--- src/rtl/simd_upstream_packetizer.sv ---
// simd_upstream_packetizer: snapshots the SIMD lane-result registers once every
// lane is valid and streams them upstream as a header beat plus data beats,
// then pulses regs_complete so the wrapper can clear its lane valids.
// Optional feature macro: SIMD_UPSTREAM_PACKETIZER_TIMEOUT_EN (partial flush of
// a packet after TIMEOUT_CYCLES of some-but-not-all lanes valid).

// Per-lane snapshot register; lanes not flagged valid are captured as zero.
module simd_upstream_packetizer_lane #(
    parameter int LANE_WIDTH = 32
) (
    input  logic                  clk,
    input  logic                  rst_n,
    input  logic                  load,
    input  logic                  lane_vld,
    input  logic [LANE_WIDTH-1:0] lane_in,
    output logic [LANE_WIDTH-1:0] lane_out
);
    logic [LANE_WIDTH-1:0] snap_q, snap_d;

    // Next snapshot value: capture on load, otherwise hold.
    always_comb begin
        snap_d = snap_q;
        if (load) snap_d = lane_vld ? lane_in : '0;
    end

    // Snapshot register.
    always_ff @(posedge clk or negedge rst_n) begin
        if (!rst_n) snap_q <= '0;
        else        snap_q <= snap_d;
    end

    assign lane_out = snap_q;
endmodule

module simd_upstream_packetizer #(
    parameter int NUM_LANES      = 32,
    parameter int LANE_WIDTH     = 32,
    parameter int LANES_PER_BEAT = 2,
    parameter int PE_ID_WIDTH    = 8,
    parameter int TIMEOUT_CYCLES = 256
) (
    input  logic                                 clk,
    input  logic                                 reset_poweron,
    input  logic [PE_ID_WIDTH-1:0]               peId,
    input  logic [NUM_LANES*LANE_WIDTH-1:0]      simd__sui__regs,
    input  logic [NUM_LANES-1:0]                 simd__sui__regs_valid,
    output logic                                 sui__simd__regs_complete,
    output logic                                 sui__stu__valid,
    output logic [LANE_WIDTH*LANES_PER_BEAT-1:0] sui__stu__data,
    output logic                                 sui__stu__sop,
    output logic                                 sui__stu__eop,
    input  logic                                 stu__sui__ready
);
    localparam int BEAT_W    = LANE_WIDTH * LANES_PER_BEAT;
    localparam int NUM_BEATS = NUM_LANES / LANES_PER_BEAT;
    localparam int CNT_W     = (NUM_BEATS > 1) ? $clog2(NUM_BEATS) : 1;
    localparam logic [CNT_W-1:0] LAST_BEAT = CNT_W'(NUM_BEATS - 1);

    typedef enum logic [2:0] {IDLE, HDR, DATA, DONE, DRAIN} state_t;

    state_t                 state_q, state_d;
    logic [CNT_W-1:0]       beat_q, beat_d;
    logic [1:0]             drain_q, drain_d;
    logic [NUM_LANES-1:0]   mask_q, mask_d;
    logic [PE_ID_WIDTH-1:0] pe_q, pe_d;
    logic                   load;
    logic                   all_vld;
    logic                   tmo_hit;
    logic [BEAT_W-1:0]      hdr;

    logic [NUM_LANES-1:0][LANE_WIDTH-1:0] snap_lanes;
    logic [NUM_BEATS-1:0][BEAT_W-1:0]     snap_beats;

    assign all_vld    = &simd__sui__regs_valid;
    assign snap_beats = snap_lanes;

    // Snapshot buffer: one register per lane, all loaded on the same edge.
    for (genvar i = 0; i < NUM_LANES; i++) begin : g_lane
        simd_upstream_packetizer_lane #(.LANE_WIDTH(LANE_WIDTH)) u_lane (
            .clk      (clk),
            .rst_n    (reset_poweron),
            .load     (load),
            .lane_vld (simd__sui__regs_valid[i]),
            .lane_in  (simd__sui__regs[i*LANE_WIDTH +: LANE_WIDTH]),
            .lane_out (snap_lanes[i])
        );
    end

`ifdef SIMD_UPSTREAM_PACKETIZER_TIMEOUT_EN
    localparam int TMO_W = $clog2(TIMEOUT_CYCLES + 1);
    localparam logic [TMO_W-1:0] TMO_MAX = TMO_W'(TIMEOUT_CYCLES);

    logic [TMO_W-1:0] tmo_q, tmo_d;

    // Saturating partial-fill timer; only counts in IDLE with some lanes valid.
    always_comb begin
        tmo_d = tmo_q;
        if (state_q != IDLE || load || simd__sui__regs_valid == '0) tmo_d = '0;
        else if (!all_vld && tmo_q != TMO_MAX)                        tmo_d = tmo_q + 1'b1;
    end

    // Timer register.
    always_ff @(posedge clk or negedge reset_poweron) begin
        if (!reset_poweron) tmo_q <= '0;
        else                tmo_q <= tmo_d;
    end

    assign tmo_hit = (tmo_q == TMO_MAX) && (|simd__sui__regs_valid);
`else
    localparam int unused_timeout = TIMEOUT_CYCLES;
    assign tmo_hit = 1'b0;
`endif

    // Header beat: peId in the LSBs, lane mask above it, zero elsewhere.
    always_comb begin
        hdr                             = '0;
        hdr[PE_ID_WIDTH-1:0]            = pe_q;
        hdr[PE_ID_WIDTH +: NUM_LANES]   = mask_q;
    end

    // Next-state and beat outputs; outputs depend on state only, never on ready.
    always_comb begin
        state_d                  = state_q;
        beat_d                   = beat_q;
        drain_d                  = drain_q;
        load                     = 1'b0;
        sui__stu__valid          = 1'b0;
        sui__stu__sop            = 1'b0;
        sui__stu__eop            = 1'b0;
        sui__stu__data           = '0;
        sui__simd__regs_complete = 1'b0;
        case (state_q)
            IDLE: begin
                if (all_vld || tmo_hit) begin
                    load    = 1'b1;
                    state_d = HDR;
                end
            end
            HDR: begin
                sui__stu__valid = 1'b1;
                sui__stu__sop   = 1'b1;
                sui__stu__data  = hdr;
                if (stu__sui__ready) begin
                    state_d = DATA;
                    beat_d  = '0;
                end
            end
            DATA: begin
                sui__stu__valid = 1'b1;
                sui__stu__data  = snap_beats[beat_q];
                sui__stu__eop   = (beat_q == LAST_BEAT);
                if (stu__sui__ready) begin
                    if (beat_q == LAST_BEAT) begin
                        state_d = DONE;
                        beat_d  = '0;
                    end else begin
                        beat_d  = beat_q + 1'b1;
                    end
                end
            end
            DONE: begin
                sui__simd__regs_complete = 1'b1;
                state_d                  = DRAIN;
                drain_d                  = '0;
            end
            DRAIN: begin
                // Three dead cycles let the wrapper's registered clear land.
                if (drain_q == 2'd2) begin
                    state_d = IDLE;
                    drain_d = '0;
                end else begin
                    drain_d = drain_q + 1'b1;
                end
            end
            default: state_d = IDLE;
        endcase
    end

    // Header fields are captured together with the lane snapshot.
    always_comb begin
        mask_d = mask_q;
        pe_d   = pe_q;
        if (load) begin
            mask_d = simd__sui__regs_valid;
            pe_d   = peId;
        end
    end

    // State, counters and header registers.
    always_ff @(posedge clk or negedge reset_poweron) begin
        if (!reset_poweron) begin
            state_q <= IDLE;
            beat_q  <= '0;
            drain_q <= '0;
            mask_q  <= '0;
            pe_q    <= '0;
        end else begin
            state_q <= state_d;
            beat_q  <= beat_d;
            drain_q <= drain_d;
            mask_q  <= mask_d;
            pe_q    <= pe_d;
        end
    end
endmodule
--- config.mk ---
export PLATFORM = sky130hd
export DESIGN_NAME = simd_upstream_packetizer
export DESIGN_NICKNAME = d
export VERILOG_FILES = /design/src/rtl/simd_upstream_packetizer.sv
export SDC_FILE = /design/constraint.sdc
export NUM_CORES = 2
export LEC_CHECK = 0
export CORE_AREA = 2 2 448 450
export CTS_BUF_LIST = sky130_fd_sc_hd__clkbuf_8 sky130_fd_sc_hd__clkbuf_16
export DETAILED_ROUTE_END_ITERATION = 10
export DIE_AREA = 0 0 450 452
export GPL_TIMING_DRIVEN = 0
export PLACE_DENSITY_LB_ADDON = 0.2
export SETUP_SLACK_MARGIN = 0.5
export SYNTH_ARGS = -nofsm -noshare
export SYNTH_HDL_FRONTEND = slang
export SYNTH_SLANG_ARGS = --single-unit
--- constraint.sdc ---
create_clock -name clk -period 2.3 [get_ports clk]
set_input_delay 0.345 -clock clk [delete_from_list [all_inputs] [get_ports clk]]
set_output_delay 0.345 -clock clk [all_outputs]
set_load 0.05 [all_outputs]
Word level (Yosys, flattened, before mapping)
Cells that the tools add are included.
Widths: inputs -> output; s select.
{ "totals": {"regBits": 1073, "in_bits": 1067, "output_inout_bits": 68, "word_cells": 111} }
{ "op_classes": {"addsub": 2, "n_lt_le_gt_ge": 1, "eq_ne": 11, "mux": 53, "reduce_logical": 7} }
{ "op_table": {"columns": ["op", "count"], "rows": [
  ["$mux 32", 32],
  ["$bmux 64 s4", 1],
  ["$pmux 64 s2", 1],
  ["$mux 64", 1],
  ["$reduce_and 32->1", 1],
  ["$mux 3", 5],
  ["$pmux 3 s5", 1],
  ["$mux 4", 3],
  ["$ne 2x2->1 const B", 5],
  ["$pmux 4 s2", 1],
  ["$eq 3x2->1 const B", 2],
  ["$mux 1", 6],
  ["$lt 4x5->1 const B", 1],
  ["$reduce_and 5->1", 1],
  ["$add 4x1->4 const B", 1],
  ["$eq 4x4->1 const B", 1],
  ["$pmux 2 s2", 1],
  ["$reduce_bool 2->1", 2],
  ["$eq 3x1->1 const B", 1],
  ["$eq 3x3->1 const B", 1],
  ["$logic_not 3->1", 1],
  ["$reduce_and 3->1", 1],
  ["$add 2x1->2 const B", 1],
  ["$eq 2x2->1 const B", 1],
  ["2 further kinds", 2]
]} }

Depth between registers and ports, before layout
{ "depth": {"ltp_word": 4, "mapped_depth": 8, "mapped_depth_nobuf": 5} }

Modules after synthesis
From an unflattened synthesis, not the netlist that was laid out.
{ "hier_totals": {"cells_unflattened": 5244, "hier_area_um2": 53276.1} }
{ "modules_own_cells": {"columns": ["module", "n_inst", "cells_each", "area_each_um2", "seq_area_each_um2"], "rows": [
  ["simd_upstream_packetizer_lane", 32, 138, 1346.3, 800.8],
  ["simd_upstream_packetizer", 1, 828, 10194.8, 1226.2]
]} }

Worst setup path after synthesis
No wires, ideal clock.
{ "synth_path": {"kind": "register -> output", "from": "register beat_q[0]", "to": "output port sui__stu__data[18]", "arrival_time_ns": 2.432, "required_ns": 1.955, "path_slack_ns": -0.477, "path_stages_with_launch": 8, "path_buffers": 4, "path_cell_list": "dfrtp_1 clkbuf_1 buf_2 buf_2 inv_2 buf_2 mux2i_1 o21ai_0"} }
{ "synth_between": {"elab_chain_len": 3} }
{ "synth_rtl": {"columns": ["item", "line_no", "source"], "rows": [
  ["start, declared", "62", "logic [CNT_W-1:0] beat_q, beat_d;"],
  ["start signal, assigned", "199", "beat_q <= beat_d;"],
  ["$bmux 64 s4", "150", "sui__stu__data = snap_beats[beat_q];"],
  ["$mux 64 (not written as such)", "150", null],
  ["$pmux 64 s2", "132", "case (state_q)"],
  ["end, declared", "49", "output logic [LANE_WIDTH*LANES_PER_BEAT-1:0] sui__stu__data,"]
]} }
Every way passes these cells. The select of a mux whose other input is x is not followed.

Worst setup path in the final report
{ "layout_path": {"from": "register beat_q[0]", "to": "output port sui__stu__data[5]"} }
The elaborated chain is that of the path after synthesis.

==> flow_metrics.py <==
metrics = {
    "detailed_routing": {
        "detail-route-antenna-nets": 0,
        "wl_per_cell_um": 37.4,
        "vias_per_cell": 4.77,
        "drc": 0,
        "drtIter0Drc": 2310,
        "drt_pass1_iterations": 5,
        "wl_um": 270000,
        "vias": 34500,
    },
    "timing": {
        "final_max_slew_viol_count": 0,
        "layout_setup_ws_ns": -1.42,
        "worst_pin_slew_ns": 1.11,
        "maxSlewHeadroom": 0.257,
        "holdWs_ns": -0.479,
        "skew_ns": 0.0395,
        "fmax_mhz": 268,
        "rsz0062_at_grt": "yes",
        "finalSetupViolCount": 68,
        "min_period_over_period": 1.62,
        "hold_violations": 134,
        "finalCriticalPeriod_ns": 3.72,
    },
    "floorplanning": {
        "pin_count": 1135,
        "core_area_um2": 199000,
        "die_w_um": 450,
        "fp.dieArea_um2": 203000,
        "rows": 164,
        "chipHeight_um": 452,
        "initial_core_util": 0.248,
    },
    "cells_and_area": {
        "fill_cells": 19100,
        "final_common_cell": "dfrtp_1",
        "finish.utilization": 0.372,
        "final_nets": 5449,
        "drive_above_1_share": 0.282,
        "syn_to_final_growth_pct": 49.8,
        "layout_common_cells": "1073 x dfrtp_1, 1063 x clkdlybuf4s50_1, 739 x mux2_1, 262 x mux2_4, 217 x mux4_2",
    },
    "synth": {
        "synth.avg_cell_area_um2": 16.5,
        "ys_types": 41,
        "synth_seq_cells": 1073,
        "synth_top_area_cell": "dfrtp_1",
        "yosysSeqAreaShare": 0.545,
        "synthCells": 2988,
        "async_flop_share": 1.00,
        "yosysTopAreaCellShare": 0.545,
        "syn-num-nets": 4056,
        "synth_edf_count": 0,
        "ys_warn_count": 0,
        "netlist_area_um2": 49300,
        "synth_ff_type": "dfrtp_1",
        "synthTopCellsByArea": "dfrtp_1 54%, mux2_1 18%, mux4_2 9.9%",
    },
    "cts": {
        "tritoncts": "built",
        "cts_root_buf": "clkbuf_16",
        "clkSlewWorstSetupHoldPaths_ns": 0.06,
        "cts.path.max_buffers": 3,
        "numCtsBuffers": 138,
        "numClockSinks": 1073,
        "htreeDepth": 4,
        "worstSkewPairLatency_ns": 0.80,
    },
    "critical_path": {
        "critical-path-max-stage-delay_ns": 0.59,
        "cp_num_buf_inv": 4,
        "crit_family": "compound AO/OA/AOI/OAI gates",
        "critPathRequiredTime_ns": 1.96,
        "cp_cell_sequence": "buf_8 -> buf_16 -> buf_16 -> mux4_2 -> o211ai_1 -> o211ai_1 -> buf_6",
        "start_kind": "flip-flop",
        "worst_ep_arrival_time_ns": 3.38,
        "slowest_stage": "o211ai_1",
        "cp_max_fo": 5,
        "worstSetupEndpointType": "output port",
        "critPathKind": "flip-flop to output port",
    },
    "global_route": {
        "overflow": 0,
        "grt_max_degree": 155,
        "antenna_found_initial": 185,
        "grt_use_total": 0.261,
        "grt_pass1_vias": 36100,
        "grt_pass1_wl_um": 352000,
    },
    "placement": {
        "port-buffer-count": 1134,
        "gp_congestion": 0.867,
        "dp_hpwl_um": 205000,
    },
    "outcome": {
        "violations": "hold timing, setup timing",
        "outcome": "finished, violations left",
    },
    "power": {
        "power.leakage_nw": 35.0,
        "ir_worst_vdd_mv": 0.756,
        "p_total_mw": 60.0,
        "power_density_nw_per_um2": 813,
    },
    "worst_hold_path": {
        "hold_path.class": "input port to async pin",
    },
    "run": {
        "maxCapViolations": 0,
    },
}
==> flip-flops by register name, indices dropped and copies added (netlist names) <==
name                    cells
state_q                     3
beat_q                      4
pe_q                        8
drain_q                     2
g_lane.u_lane.lane_out   1024
mask_q                     32
==> path summary, 6_finish.rpt <==
path / startpoint / to / slack (ns) / depth (start not counted)
max reg2reg: state_q[0] / g_lane[13].u_lane.lane_out[29] / 0.16 / 9
min reg2reg: mask_q[1] / mask_q[1] / 0.46 / 1
max in group asynchronous: reset_poweron / g_lane[23].u_lane.lane_out[24] / 0.51 / 3
min: reset_poweron / g_lane[2].u_lane.lane_out[16] / -0.48 / 1
max: beat_q[0] / sui__stu__data[5] / -1.42 / 7
min in group clk: simd__sui__regs[326] / g_lane[10].u_lane.lane_out[6] / 0.12 / 2
==> layout make-up <==
class                      count  area, µm²  area share
sequential                  1073      26900       0.364
clock buffer                 176       4030      0.0546
antenna                       75        188     0.00254
tap                         2656       3320      0.0450
timing repair buffer        1253      13400       0.181
inverter                       4       43.8    0.000593
clock inverter                74        578     0.00783
multi-input combinational   1691      22200       0.300
buffer                       220       3270      0.0443
==> metrics by stage <==
stage	setup WS (ns)	instance area (µm²)	setup TNS, ns	std cells
finish	-1.42	73800	-79.56	7222
global route	-1.49	73800	-86.28	7194
CTS	-1.58	72600	-83.98	7122
detailed placement	-2.23	64900	-934.79	6785
global placement	-53.21	64700	-	6778
floorplan	-0.0572	50000	-1.31	2988
==> synthesized netlist by cell type, types with 2 or more instances <==
cell type  instances
a22oi_1           24
nor2_1             4
mux4_2           217
nand2b_1          37
o211ai_1          62
mux2i_1          166
buf_6            110
a221oi_1          16
a21oi_1            7
buf_1              3
o22ai_1           24
nand4_1            9
dfrtp_1         1073
nor4_1             3
o21ai_0           21
clkbuf_1          42
and2_1             2
inv_1              3
mux2_4           200
mux2_2            33
nand3_1            3
buf_2             63
o31ai_1            2
nand2_1           46
mux2_1           800
buf_4              2
nor2b_1            2
==> report_power, final <==
| group | total [mW] | leakage (nW) | switching [mW] | internal, mW |
|---|---|---|---|---|
| Combinational | 18.8 | 17.6 | 10.3 | 8.41 |
| Clock | 22.2 | 2.42 | 9.30 | 12.9 |
| Sequential | 19.0 | 15.0 | 0.0739 | 19.0 |
==> cells by family after synthesis <==
kind of cell	Yosys count	share of synthesized area
mux	1416	0.384
buf+inv	224	0.0356
xor+xnor	1	0.000178
compound gates	161	0.0229
flops	1073	0.545
simple gates	112	0.0118
fa+ha+maj	1	0.000254
==> metal layers <==
metal  part of all wire  global-route usage  vias up
met1               0.37               0.290    18400
met5             0.0026                   0        -
met4              0.045               0.117      106
li1                   -                   -    14200
met3              0.065              0.0749      538
met2               0.52               0.462     1269
==> what timing repair did <==
item                                     CTS  global route
hold endpoints to repair                 134           134
endpoints found under the setup margin  1136          1382
cloned                                    12             3
resized for setup                        941           176
setup buffers                             75            22
pin swaps                                 56            54
==> worst register-to-register path, delay by kind of cell, from the launching register on <==
family,cells,cell delay [ns]
buf+inv,6,1.01
flops,1,0.42
mux,1,0.33
simple gates,2,0.27
(Power assumes the default switching activity.)
